### config.mk
export PLATFORM = sky130hd
export DESIGN_NAME = rgb_pwm_driver_flat
export DESIGN_NICKNAME = d
export VERILOG_FILES = /design/src/rtl/rgb_pwm_driver_if.sv /design/src/rtl/rgb_pwm_driver.sv /design/src/flat_wrapper.sv
export SDC_FILE = /design/constraint.sdc
export NUM_CORES = 1
export LEC_CHECK = 0
export ABC_AREA = 1
export ABC_CLOCK_PERIOD_IN_PS = 4200
export CAP_MARGIN = 5
export CORE_UTILIZATION = 41
export CTS_BUF_LIST = sky130_fd_sc_hd__clkbuf_16
export DETAILED_ROUTE_END_ITERATION = 10
export HOLD_SLACK_MARGIN = 0.15
export SLEW_MARGIN = 20
export SYNTH_ARGS = -nofsm -noshare
export SYNTH_HDL_FRONTEND = slang
export SYNTH_SLANG_ARGS = --single-unit
### constraint.sdc
create_clock -name clk -period 4.2 [get_ports clk]
set_input_delay 0.84 -clock clk [delete_from_list [all_inputs] [get_ports clk]]
set_output_delay 0.84 -clock clk [all_outputs]
set_load 0.01 [all_outputs]
### src/rtl/rgb_pwm_driver_if.sv
// rtl/rgb_pwm_driver_if.sv - colour/duty/blink inputs and LED pin outputs of rgb_pwm_driver
interface rgb_pwm_driver_if #(
  parameter int CNT_W = 8
);
  logic             red_in;
  logic             green_in;
  logic             blue_in;
  logic [CNT_W-1:0] duty;
  logic             blink_en;
  logic             led_r;
  logic             led_g;
  logic             led_b;
  logic             period_start;

  // Upstream side: decoder decisions and brightness/blink controls in, LED pins back
  modport master (
    output red_in, green_in, blue_in, duty, blink_en,
    input  led_r, led_g, led_b, period_start
  );

  // Driver side
  modport slave (
    input  red_in, green_in, blue_in, duty, blink_en,
    output led_r, led_g, led_b, period_start
  );
endinterface

### src/rtl/rgb_pwm_driver.sv
// rtl/rgb_pwm_driver.sv - PWM-dimmed, optionally blinking RGB LED driver; RGB_PWM_GAMMA_EN selects squared duty
module rgb_pwm_driver #(
  parameter int CNT_W         = 8,
  parameter int PRESCALE      = 4,
  parameter int BLINK_PERIODS = 64
) (
  input  logic            clk,
  input  logic            rst,
  rgb_pwm_driver_if.slave io
);

  localparam int PS_W = (PRESCALE > 1) ? $clog2(PRESCALE) : 1;
  localparam int BC_W = (BLINK_PERIODS > 1) ? $clog2(BLINK_PERIODS) : 1;
  localparam logic [PS_W-1:0] PS_LAST = PS_W'(PRESCALE - 1);
  localparam logic [BC_W-1:0] BC_LAST = BC_W'(BLINK_PERIODS - 1);

  typedef enum logic [1:0] {
    SOLID     = 2'd0,
    BLINK_ON  = 2'd1,
    BLINK_OFF = 2'd2
  } state_t;

  logic [PS_W-1:0]  ps_q;
  logic [CNT_W-1:0] pwm_cnt;
  logic [2:0]       col_q;
  logic [CNT_W-1:0] duty_q;
  logic [CNT_W-1:0] duty_nxt;
  logic [BC_W-1:0]  blink_cnt, blink_cnt_nxt;
  state_t           state, state_nxt;
  logic             tick, boundary, on_phase, lit;
  logic             led_r_q, led_g_q, led_b_q, period_start_q;

  assign tick     = (ps_q == PS_LAST);
  assign boundary = tick && (pwm_cnt == {CNT_W{1'b1}});
  assign lit      = on_phase && (pwm_cnt < duty_q);

`ifdef RGB_PWM_GAMMA_EN
  // Square the requested duty and keep the upper half: approximate gamma-2 curve
  logic [2*CNT_W-1:0] duty_sq;
  assign duty_sq  = {{CNT_W{1'b0}}, io.duty} * {{CNT_W{1'b0}}, io.duty};
  assign duty_nxt = CNT_W'(duty_sq >> CNT_W);
`else
  assign duty_nxt = io.duty;
`endif

  // Prescaler: divides clk down to the PWM tick rate
  always_ff @(posedge clk) begin
    if (rst)       ps_q <= '0;
    else if (tick) ps_q <= '0;
    else           ps_q <= ps_q + 1'b1;
  end

  // PWM counter, boundary pulse and shadow capture so changes land only on period edges
  always_ff @(posedge clk) begin
    if (rst) begin
      pwm_cnt        <= '0;
      period_start_q <= 1'b0;
      col_q          <= 3'b000;
      duty_q         <= '0;
    end else begin
      period_start_q <= boundary;
      if (tick) pwm_cnt <= pwm_cnt + 1'b1;
      if (boundary) begin
        col_q  <= {io.red_in, io.green_in, io.blue_in};
        duty_q <= duty_nxt;
      end
    end
  end

  // Registered LED pins, one clock behind pwm_cnt
  always_ff @(posedge clk) begin
    if (rst) begin
      led_r_q <= 1'b0;
      led_g_q <= 1'b0;
      led_b_q <= 1'b0;
    end else begin
      led_r_q <= col_q[2] & lit;
      led_g_q <= col_q[1] & lit;
      led_b_q <= col_q[0] & lit;
    end
  end

  // Blink FSM state register, advanced only at period boundaries
  always_ff @(posedge clk) begin
    if (rst) begin
      state     <= SOLID;
      blink_cnt <= '0;
    end else if (boundary) begin
      state     <= state_nxt;
      blink_cnt <= blink_cnt_nxt;
    end
  end

  // Blink FSM next state; dropping blink_en takes priority over the half-phase wrap
  always_comb begin
    state_nxt     = state;
    blink_cnt_nxt = blink_cnt;
    case (state)
      SOLID: begin
        if (io.blink_en) begin
          state_nxt     = BLINK_ON;
          blink_cnt_nxt = '0;
        end
      end
      BLINK_ON, BLINK_OFF: begin
        if (!io.blink_en) begin
          state_nxt = SOLID;
        end else if (blink_cnt == BC_LAST) begin
          state_nxt     = (state == BLINK_ON) ? BLINK_OFF : BLINK_ON;
          blink_cnt_nxt = '0;
        end else begin
          blink_cnt_nxt = blink_cnt + 1'b1;
        end
      end
      default: begin
        state_nxt     = SOLID;
        blink_cnt_nxt = '0;
      end
    endcase
  end

  // Blink FSM output: LED allowed on except in the dark half-phase
  always_comb begin
    on_phase = 1'b1;
    if (state == BLINK_OFF) on_phase = 1'b0;
  end

  assign io.led_r        = led_r_q;
  assign io.led_g        = led_g_q;
  assign io.led_b        = led_b_q;
  assign io.period_start = period_start_q;

endmodule

### src/flat_wrapper.sv
// flat-port wrapper written by rule: the top's interface ports become plain ports
module rgb_pwm_driver_flat 
#(
  parameter int CNT_W         = 8,
  parameter int PRESCALE      = 4,
  parameter int BLINK_PERIODS = 64
)
  (clk, rst, io_red_in, io_green_in, io_blue_in, io_duty, io_blink_en, io_led_r, io_led_g, io_led_b, io_period_start);
  rgb_pwm_driver_if #(.CNT_W(CNT_W)) io_i ();
  input  logic clk;
  input  logic rst;
  input wire logic [$bits(io_i.red_in)-1:0] io_red_in;
  input wire logic [$bits(io_i.green_in)-1:0] io_green_in;
  input wire logic [$bits(io_i.blue_in)-1:0] io_blue_in;
  input wire logic [$bits(io_i.duty)-1:0] io_duty;
  input wire logic [$bits(io_i.blink_en)-1:0] io_blink_en;
  output wire logic [$bits(io_i.led_r)-1:0] io_led_r;
  output wire logic [$bits(io_i.led_g)-1:0] io_led_g;
  output wire logic [$bits(io_i.led_b)-1:0] io_led_b;
  output wire logic [$bits(io_i.period_start)-1:0] io_period_start;
  assign io_i.red_in = io_red_in;
  assign io_i.green_in = io_green_in;
  assign io_i.blue_in = io_blue_in;
  assign io_i.duty = io_duty;
  assign io_i.blink_en = io_blink_en;
  assign io_led_r = io_i.led_r;
  assign io_led_g = io_i.led_g;
  assign io_led_b = io_i.led_b;
  assign io_period_start = io_i.period_start;
  rgb_pwm_driver #(.CNT_W(CNT_W), .PRESCALE(PRESCALE), .BLINK_PERIODS(BLINK_PERIODS)) u_core (.clk(clk), .rst(rst), .io(io_i));
endmodule
# Yosys cells after proc, flatten, opt, wreduce, memory -nomap -nowiden
# Index checks and enable logic that the tools add are counted.
# word_totals
reg_bits,33
output_inout_bits,4
word_cells,42
# op_classes
add_sub_neg,3
n_lt_le_gt_ge,1
n_eq_ne,8
muxes,10
bitwise,3
reduce_logical,7
# ops
operator,count
$mux W6,3
$pmux W6 S2,1
$add A8 B1 Y8 const B,1
$eq A8 B8 Y1 const B,1
$lt A8 B8 Y1,1
$mux W2,4
$add A6 B1 Y6 const B,1
$eq A6 B6 Y1 const B,1
$reduce_and A3 Y1,2
$eq A2 B2 Y1 const B,2
$ne A2 B2 Y1 const B,2
$pmux W2 S2,1
$reduce_or A2 Y1,2
$and A1 B1 Y1,3
$ne A3 B2 Y1 const B,1
$add A2 B1 Y2 const B,1
$eq A2 B1 Y1 const B,1
$logic_and A1 B1 Y1,2
$logic_not A2 Y1,1
$mux W1,1

# Depth between registers and ports, before layout
# Gate-level depths: netlist of the first run.
# depth
ltp_word,5
ltp_mapped,10
mapped_depth_nobuf,9

# Worst setup path after synthesis of the first run
# Ideal clock, no wire load.
# synth_path
path_kind,input -> register
start,input rst
end,register u_core.duty_q[0]
setup_ns,0.070
arrival_ns,1.388
t_required_ns,4.130
path_slack_ns,2.742
cell_stages,4
cell_sequence,inv_1 > clkbuf_1 > o21ai_0 > a21oi_1
# synth_rtl
element,line_no,rtl
"start, declared",flat_wrapper.sv:11,input logic rst;
"end signal, assigned",rgb_pwm_driver.sv:65,duty_q <= duty_nxt;
"end, declared",rgb_pwm_driver.sv:26,logic [CNT_W-1:0] duty_q;

==> impl_metrics.json, run 1 <==
{
  "cts_resized": 0,
  "cts.clk_slew.worst_paths_ns": 0.05,
  "drtPass1Iterations": 4,
  "yosysMostFrequentCell": "nand2_1",
  "crit_family": "buffers and inverters",
  "die_h_um": 66.8,
  "yosys_warnings": 0,
  "post_cts_buffers": 0,
  "clock_skew_ns": 0.00184,
  "synth_nets": 262,
  "drv_slew": 0,
  "path_buf_inv": 2,
  "finalCriticalPeriod_ns": 2.07,
  "antenna_cells": 0,
  "yosys_most_used_dff": "dfxtp_1",
  "ios": 18,
  "coreArea_um2": 4030,
  "numPortBuffers": 17,
  "crit_arrival_ns": 2.27,
  "antenna_found_initial": 0,
  "worstSetupEndpointType": "register",
  "syn_inst": 234,
  "powerDensity_nw_per_um2": 361,
  "synth_seq_cells": 33,
  "cts.sinks": 33,
  "max_cap_violations": 0,
  "slew_headroom_pct": 51.7,
  "finalSetupViolCount": 0,
  "area_growth_pct": 21.3,
  "yosysSeqAreaShare_pct": 38.3,
  "synth_common_cells": "nand2_1 (41), dfxtp_1 (33), inv_1 (33)",
  "synth_top_area_share_pct": 38.3,
  "drc_errors": 0,
  "critical_path_class": "input port to register",
  "start_kind": "input port",
  "fmax_mhz": 484,
  "drtIter0Drc": 35,
  "die-area_um2": 4470,
  "drtAntennaViolNets": 0,
  "vias": 1452,
  "multi_input_area_um2": 901,
  "synth.distinct_cells": 28,
  "vias_per_cell": 4.76,
  "cpPeakStageDelay_ns": 0.57,
  "cts.htree.levels": 2,
  "routedWlPerCell_um": 11.0,
  "power.leakage_uw": 0.000846,
  "grt.overflow.total": 0,
  "dieWidth_um": 66.8,
  "place_area_um2": 1930,
  "yosysTopAreaCell": "dfxtp_1",
  "status": "finished clean",
  "final_area_um2": 2090,
  "synth_edf_count": 0,
  "postCtsHoldBufs": 0,
  "synth_area_leaders": "dfxtp_1 (38%), ha_1 (10%), nand2_1 (8.9%), inv_1 (7.2%), nor2_1 (6.1%)",
  "critical_path_peak_fanout": 25,
  "cp.required_ns": 4.41,
  "gp_congestion": 0.746,
  "grt_max_degree": 26,
  "drive_above_1_share_pct": 9.02,
  "final_nets": 282,
  "track_usage_pct": 17.3,
  "tightest_slew_ns": 0.723,
  "fin_hold_ws_ns": 0.443,
  "fill_cells": 406,
  "insertion_delay_ns": 0.27,
  "fp-row-count": 23,
  "detailed_place_hpwl_mm": 2.45,
  "finalSetupTns_ns": 0,
  "numCtsBuffers": 5,
  "grt_pass1_vias": 1328,
  "cts_buffer_depth": 2,
  "hold_viol_final": 0,
  "rsz0062_at_grt": "no",
  "root_buffer": "clkbuf_16",
  "wl_mm": 3.34,
  "hold_class": "register to register",
  "ys_async_sr_fraction_pct": 0,
  "initial_core_util_pct": 42.8,
  "vdd_drop_max_uv": 183,
  "avgSynthCellArea_um2": 7.37,
  "cp_slowest_cell": "inv_1",
  "cts_tree": "yes",
  "mappedNetlistArea_um2": 1720,
  "period_share_pct": 49.2,
  "grt_pass1_wl_mm": 5.78,
  "path_cells": "clkdlybuf4s50_1, inv_1, o21ai_0, a21oi_1",
  "final-seq-area_um2": 661
}
## cell families after synthesis
kind of cell | Yosys count | synth area share (%)
buf+inv | 40 | 9.43
compound gates | 41 | 12.6
simple gates | 104 | 28.5
fa+ha+maj | 14 | 10.2
xor+xnor | 2 | 1.02
flops | 33 | 38.3
## where the power goes
part | total (uW) | switching (uW) | internal, uW | leakage [uW]
sequential | 320 | 2.60 | 317 | 0.000266
clock | 402 | 127 | 275 | 0.0000826
combinational | 33.7 | 15.8 | 17.9 | 0.000497
total | 755 | 145 | 610 | 0.000846
## cells in the final DEF, fill, tap and decap left out, types with 2 or more instances in the layout
cell type        instances
clkinv_1                 2
nor2_2                   5
clkbuf_16                5
inv_1                   34
nand2_2                  4
a21oi_1                 20
o21bai_1                 3
nand3_1                 12
nor3b_1                  2
dfxtp_1                 33
nand2_1                 41
nor2_4                   3
ha_1                    14
o21ai_0                 16
inv_2                    2
nor2_1                  28
clkdlybuf4s50_1         17
nand4_1                  3
nor3_1                   3
## layout make-up
type,instances,share of cell area (%)
well taps,50,2.99
clock inverters,3,1.79
clock buffers,5,5.98
repair buffers,17,8.13
flip-flops and latches,33,31.6
multi-input cells,161,43.1
inverters,36,6.46
## routing by layer
layer	wire length [um]	up-vias	global-route usage, %	share of wire, %
met5	0	-	0	0
met4	34	0	4.79	1.0
met3	119	4	6.16	3.6
met2	1460	21	27.0	44
met1	1730	642	22.3	52
li1	-	785	-	-
## stage by stage
step | util [%] | setup WS [ns] | cells | power (uW)
after CTS | 51.9 | 2.12 | 305 | 761
after detailed placement | 47.9 | 1.85 | 297 | 360
final | 51.9 | 2.13 | 305 | 755
after global placement | 47.9 | 1.87 | 297 | 360
after floorplan | - | 2.74 | 234 | 344
after global routing | 51.9 | 1.95 | 305 | 787
## worst paths after layout
check                                    start                          endpoint  slack (ns)  cells after the start
hold reg to reg      u_core.ps_q[0]$_SDFF_PP0_         u_core.ps_q[0]$_SDFF_PP0_        0.44                      1
setup / recovery                           rst     u_core.duty_q[7]$_SDFFE_PP0P_        2.13                      4
setup reg to reg  u_core.state[0]$_SDFFE_PP0P_  u_core.blink_cnt[3]$_SDFFE_PP0P_        2.55                      8
hold / removal       u_core.ps_q[0]$_SDFF_PP0_         u_core.ps_q[0]$_SDFF_PP0_        0.44                      1
## sequential cells by signal (all words and copies together), names as in the netlist
signal and cells:
u_core.io.led_b 1, u_core.pwm_cnt 8, u_core.ps_q 2, u_core.blink_cnt 6
u_core.state 2, u_core.io.led_r 1, u_core.col_q 3, u_core.io.period_start 1
u_core.io.led_g 1, u_core.duty_q 8
Power figures use the tool's default switching activity.
==> inputs of run 2 (changes only) <==
--- a/config.mk
+++ b/config.mk
@@ -6,7 +6,7 @@
 export NUM_CORES = 1
 export LEC_CHECK = 0
 export ABC_AREA = 1
-export ABC_CLOCK_PERIOD_IN_PS = 4200
+export ABC_CLOCK_PERIOD_IN_PS = 2100
 export CAP_MARGIN = 5
 export CORE_UTILIZATION = 41
 export CTS_BUF_LIST = sky130_fd_sc_hd__clkbuf_16
==> constraint.sdc (replaced) <==
create_clock -name clk -period 2.1 [get_ports clk]
set_input_delay 0.42 -clock clk [delete_from_list [all_inputs] [get_ports clk]]
set_output_delay 0.42 -clock clk [all_outputs]
set_load 0.01 [all_outputs]
==> run 2 against run 1 <==
  * Global-route usage fell by 0.41 points
  * Register-to-register slack got worse by 2.1 ns
  * Power rose by 86%
  * Setup slack got worse by 1.7 ns
  * Clock skew rose by 0.0029 ns
  * Critical path type is now register to register
  * Critical endpoint is now u_core.blink_cnt[2]$_SDFFE_PP0P_
  * Highest routed layer unchanged
==> impl_metrics.json, run 2 (synthesized netlist as in run 1, its figures left out) <==
{
  "status": "finished clean",
  "cp.required_ns": 2.31,
  "fp-row-count": 23,
  "cts_buffer_depth": 2,
  "vias": 1449,
  "drtPass1Iterations": 4,
  "post_cts_buffers": 0,
  "die_h_um": 66.8,
  "cpPeakStageDelay_ns": 0.38,
  "grt_max_degree": 26,
  "dieWidth_um": 66.8,
  "ios": 18,
  "cts.sinks": 33,
  "max_cap_violations": 0,
  "p_switching_uw": 304,
  "drtAntennaViolNets": 0,
  "numPortBuffers": 17,
  "pwr-share-comb_pct": 4.8,
  "tightest_slew_ns": 0.319,
  "critical_path_peak_fanout": 5,
  "final_area_um2": 2080,
  "gp_congestion": 0.768,
  "path_cells": "inv_1, ha_1, o21ai_2, inv_1, nor2_4, nand2_1, nand2_1, inv_1, nor2_1",
  "vias_per_cell": 4.74,
  "hold_viol_final": 0,
  "detailed_place_hpwl_mm": 2.44,
  "antenna_found_initial": 0,
  "slew_headroom_pct": 78.7,
  "power.leakage_uw": 0.000838,
  "postCtsHoldBufs": 0,
  "grt_pass1_vias": 1310,
  "grt_pass1_wl_mm": 5.64,
  "crit_top_cell": "inv_1",
  "netSwitchingFraction_pct": 21.6,
  "finalCriticalPeriod_ns": 1.63,
  "clock_skew_ns": 0.00472,
  "finalSetupViolCount": 0,
  "critical_path_class": "register to register",
  "area_growth_pct": 20.6,
  "cts.htree.levels": 2,
  "rsz0062_at_grt": "no",
  "die-area_um2": 4470,
  "drive_above_1_share_pct": 10.2,
  "coreArea_um2": 4030,
  "top_usage_layer": "met2",
  "track_usage_pct": 16.9,
  "use_met2_pct": 27.0,
  "crit_arrival_ns": 1.85,
  "place_area_um2": 1940,
  "final_cell_mix": "nand2_1 (41), inv_1 (33), dfxtp_1 (33)",
  "grtUsageMet3_pct": 4.11,
  "vdd_drop_max_uv": 426,
  "top_regs": "u_core.duty_q (8), u_core.pwm_cnt (8), u_core.blink_cnt (6)",
  "drc_errors": 0,
  "cts_tree": "yes",
  "grt.overflow.total": 0,
  "fmax_mhz": 613,
  "rrSetupSlack_ns": 0.47,
  "p_int_uw": 1110,
  "period_share_pct": 77.7,
  "power_frac_clock_pct": 49.8,
  "final_common_cell": "nand2_1",
  "routedWlPerCell_um": 10.8,
  "use_met1_pct": 21.4,
  "insertion_delay_ns": 0.28,
  "cp_slowest_cell": "dfxtp_1",
  "numCtsBuffers": 5,
  "root_buffer": "clkbuf_16",
  "final_nets": 283,
  "drtIter0Drc": 48,
  "initial_core_util_pct": 42.8,
  "cts.clk_slew.worst_paths_ns": 0.05,
  "powerDensity_nw_per_um2": 677,
  "drv_slew": 0,
  "wl_mm": 3.30,
  "hold_class": "register to register",
  "worstSetupEndpointType": "register",
  "power.share.sequential_pct": 45.4,
  "finalSetupTns_ns": 0,
  "antenna_cells": 0,
  "start_kind": "register",
  "cts_resized": 0
}
run 2: path summary, 6_finish.rpt:
| check | start | endpoint | cells after the start |
|---|---|---|---|
| worst max-delay path | u_core.state[0]$_SDFFE_PP0P_ | u_core.blink_cnt[2]$_SDFFE_PP0P_ | 9 |
| worst min-delay path | u_core.ps_q[0]$_SDFF_PP0_ | u_core.ps_q[0]$_SDFF_PP0_ | 1 |
| worst max register to register | u_core.state[0]$_SDFFE_PP0P_ | u_core.blink_cnt[2]$_SDFFE_PP0P_ | 9 |
| worst min register to register | u_core.ps_q[0]$_SDFF_PP0_ | u_core.ps_q[0]$_SDFF_PP0_ | 1 |
run 2: power by group through the flow:
stage	clock network, uW	logic, uW	registers [uW]
after floorplan	0	35.8	652
after global placement	0	67.7	653
after detailed placement	0	68.1	653
after CTS	716	69.0	639
after global routing	736	77.3	641
final	702	68.1	639
run 2: area by class of cell:
class	instances	area, um2
clock buffers	5	125
clock inverters	3	17.5
fillers	420	1950
inverters	36	135
multi-input cells	161	901
flip-flops and latches	33	661
well taps	50	62.6
repair buffers	18	178
run 2: through the flow:
| stage | power, uW | util [%] | cells | setup slack (ns) | hold WS, ns |
|---|---|---|---|---|---|
| 2_1_floorplan | 688 | - | 234 | 0.646 | 0.400 |
| 3_3_place_gp | 721 | 48.1 | 298 | 0.475 | 0.423 |
| 3_5_place_dp | 721 | 48.1 | 298 | 0.447 | 0.422 |
| 4_1_cts | 1420 | 51.6 | 306 | 0.442 | 0.430 |
| 5_1_grt | 1450 | 51.6 | 306 | 0.317 | 0.445 |
| 6_report | 1410 | 51.6 | 306 | 0.468 | 0.425 |
run 2: worst max-delay path, delay by kind of cell (launching register included):
family	cells	cell delay, ns
buf+inv	3	0.23
compound gates	1	0.24
flops	1	0.38
fa+ha+maj	1	0.38
simple gates	4	0.35
run 2: per-layer routing:
layer	share of wire, %	wire (um)
met1	53	1740
met4	1.8	60
met3	3.7	123
met5	0	0
met2	42	1380
==> inputs of run 3 (changes only) <==
--- a/config.mk
+++ b/config.mk
@@ -6,7 +6,7 @@
 export NUM_CORES = 1
 export LEC_CHECK = 0
 export ABC_AREA = 1
-export ABC_CLOCK_PERIOD_IN_PS = 2100
+export ABC_CLOCK_PERIOD_IN_PS = 1400
 export CAP_MARGIN = 5
 export CORE_UTILIZATION = 41
 export CTS_BUF_LIST = sky130_fd_sc_hd__clkbuf_16
==> constraint.sdc (replaced) <==
create_clock -name clk -period 1.4 [get_ports clk]
set_input_delay 0.28 -clock clk [delete_from_list [all_inputs] [get_ports clk]]
set_output_delay 0.28 -clock clk [all_outputs]
set_load 0.01 [all_outputs]
==> run 3 against run 2 <==
  * Combinational power is 92% higher
  * Sequential power up 51%
  * Core utilization up 4.4 points
  * Clock power is 51% higher
  * Via count rose by 2.8%
==> impl_metrics.json, run 3 (synthesized netlist as in run 1, its figures left out) <==
{
  "hold_class": "register to register",
  "numPortBuffers": 17,
  "start_kind": "register",
  "cp.required_ns": 1.62,
  "root_buffer": "clkbuf_16",
  "rsz0062_at_grt": "yes",
  "tightest_slew_ns": 0.297,
  "clock_skew_ns": 0.00540,
  "period_share_pct": 97.3,
  "gp_congestion": 0.804,
  "die_h_um": 66.8,
  "critical_path_class": "register to register",
  "fmax_mhz": 734,
  "setup_slack_ns": 0.0383,
  "area_growth_pct": 31.0,
  "routedWlPerCell_um": 11.3,
  "drv_slew": 0,
  "grt_pass1_vias": 1338,
  "cts.clk_slew.worst_paths_ns": 0.05,
  "finalCriticalPeriod_ns": 1.36,
  "critical_path_peak_fanout": 5,
  "grt.overflow.total": 0,
  "powerDensity_nw_per_um2": 955,
  "netSwitchingFraction_pct": 22.0,
  "die-area_um2": 4470,
  "cts.sinks": 33,
  "crit_arrival_ns": 1.58,
  "vias": 1490,
  "cts_tree": "yes",
  "ios": 18,
  "numCtsBuffers": 5,
  "final_area_um2": 2260,
  "vias_per_cell": 4.73,
  "dieWidth_um": 66.8,
  "status": "finished clean",
  "slew_headroom_pct": 80.1,
  "finalSetupTns_ns": 0,
  "pwr-share-comb_pct": 6.1,
  "final_nets": 292,
  "drtAntennaViolNets": 0,
  "cts_buffer_depth": 2,
  "drive_above_1_share_pct": 21.1,
  "final_cell_mix": "nand2_1 (40), inv_1 (30), nor2_1 (28)",
  "drtIter0Drc": 48,
  "drtPass1Iterations": 4,
  "antenna_found_initial": 0,
  "insertion_delay_ns": 0.28,
  "worstSetupEndpointType": "register",
  "place_ws_ns": -0.0783,
  "dp_cells": 306,
  "coreArea_um2": 4030,
  "fin_cells": 315,
  "wl_mm": 3.57,
  "drc_errors": 0,
  "max_cap_violations": 0,
  "finalSetupViolCount": 0,
  "detailed_place_hpwl_mm": 2.46,
  "power.share.sequential_pct": 44.8,
  "grt_pass1_wl_mm": 5.83,
  "power.leakage_uw": 0.000983,
  "grt_max_degree": 26,
  "postCtsHoldBufs": 0,
  "p_int_uw": 1680,
  "p_switching_uw": 475,
  "top_regs": "u_core.duty_q (8), u_core.pwm_cnt (8), u_core.blink_cnt (6)",
  "place_area_um2": 2020,
  "hold_viol_final": 0,
  "antenna_cells": 0,
  "fp-row-count": 23,
  "vdd_drop_max_uv": 538,
  "initial_core_util_pct": 42.8,
  "cts.htree.levels": 2,
  "track_usage_pct": 17.7,
  "power_frac_clock_pct": 49.2,
  "final_common_cell": "nand2_1"
}
## run 3: cell types whose count changed in the layout (fill, tap and decap cells not counted), sizes merged
| cell | delta |
|---|---|
| buf | +9 |
| clkdlybuf4s50 | -4 |
| dlymetal6s2s | +4 |
| clkinv | -1 |
| inv | +1 |
## run 3: worst paths after layout
| kind | startpoint | end | slack (ns) | cells past startpoint |
|---|---|---|---|---|
| setup reg to reg | u_core.state[1]$_SDFFE_PP0P_ | u_core.blink_cnt[3]$_SDFFE_PP0P_ | 0.04 | 8 |
| hold / removal | u_core.ps_q[0]$_SDFF_PP0_ | u_core.ps_q[0]$_SDFF_PP0_ | 0.43 | 1 |
| hold reg to reg | u_core.ps_q[0]$_SDFF_PP0_ | u_core.ps_q[0]$_SDFF_PP0_ | 0.43 | 1 |
| setup / recovery | u_core.state[1]$_SDFFE_PP0P_ | u_core.blink_cnt[3]$_SDFFE_PP0P_ | 0.04 | 8 |
## run 3: layout make-up
cell class,instances,area [um2]
inverter,36,138
multi-input combinational,161,962
clock inverter,3,17.5
fill,412,1770
timing repair buffer,27,280
clock buffer,5,125
sequential,33,673
tap,50,62.6
## run 3: per-stage QoR
stage	hold slack, ns	total power (uW)	util [%]
after floorplan	0.351	1030	-
after global placement	0.418	1100	50.2
after detailed placement	0.419	1100	50.2
after CTS	0.427	2160	54.2
after global routing	0.443	2250	56.1
final	0.433	2160	56.1
## run 3: timing repair
action	CTS	global route
endpoints found under the setup margin	2	23
pin swaps	2	10
buffers inserted	1	0
gates resized for setup	0	32
## run 3: worst max-delay path, cell delays in order (launching register included)
cell	delay (ns)
dfxtp_2	0.33
inv_2	0.05
ha_4	0.26
o21ai_4	0.19
buf_4	0.14
nand4_1	0.10
nand2_1	0.10
nand2_1	0.06
nor2_1	0.08
## run 3: power by group through the flow
stage	clock, uW	combinational, uW	sequential [uW]
floorplan	0	53.7	978
global placement	0	122	977
detailed placement	0	122	977
CTS	1080	123	956
global route	1140	144	966
finish	1060	131	965
## run 3: layer usage
metal  wire length (um)  share of wire (%)  GRT usage (%)  vias up
met5                  0                  0              0        -
met4                 51                1.4           6.38        0
met3                125                3.5           5.65        5
met2               1590                 44           28.8       17
met1               1810                 51           21.6      649
li1                   -                  -              -      819
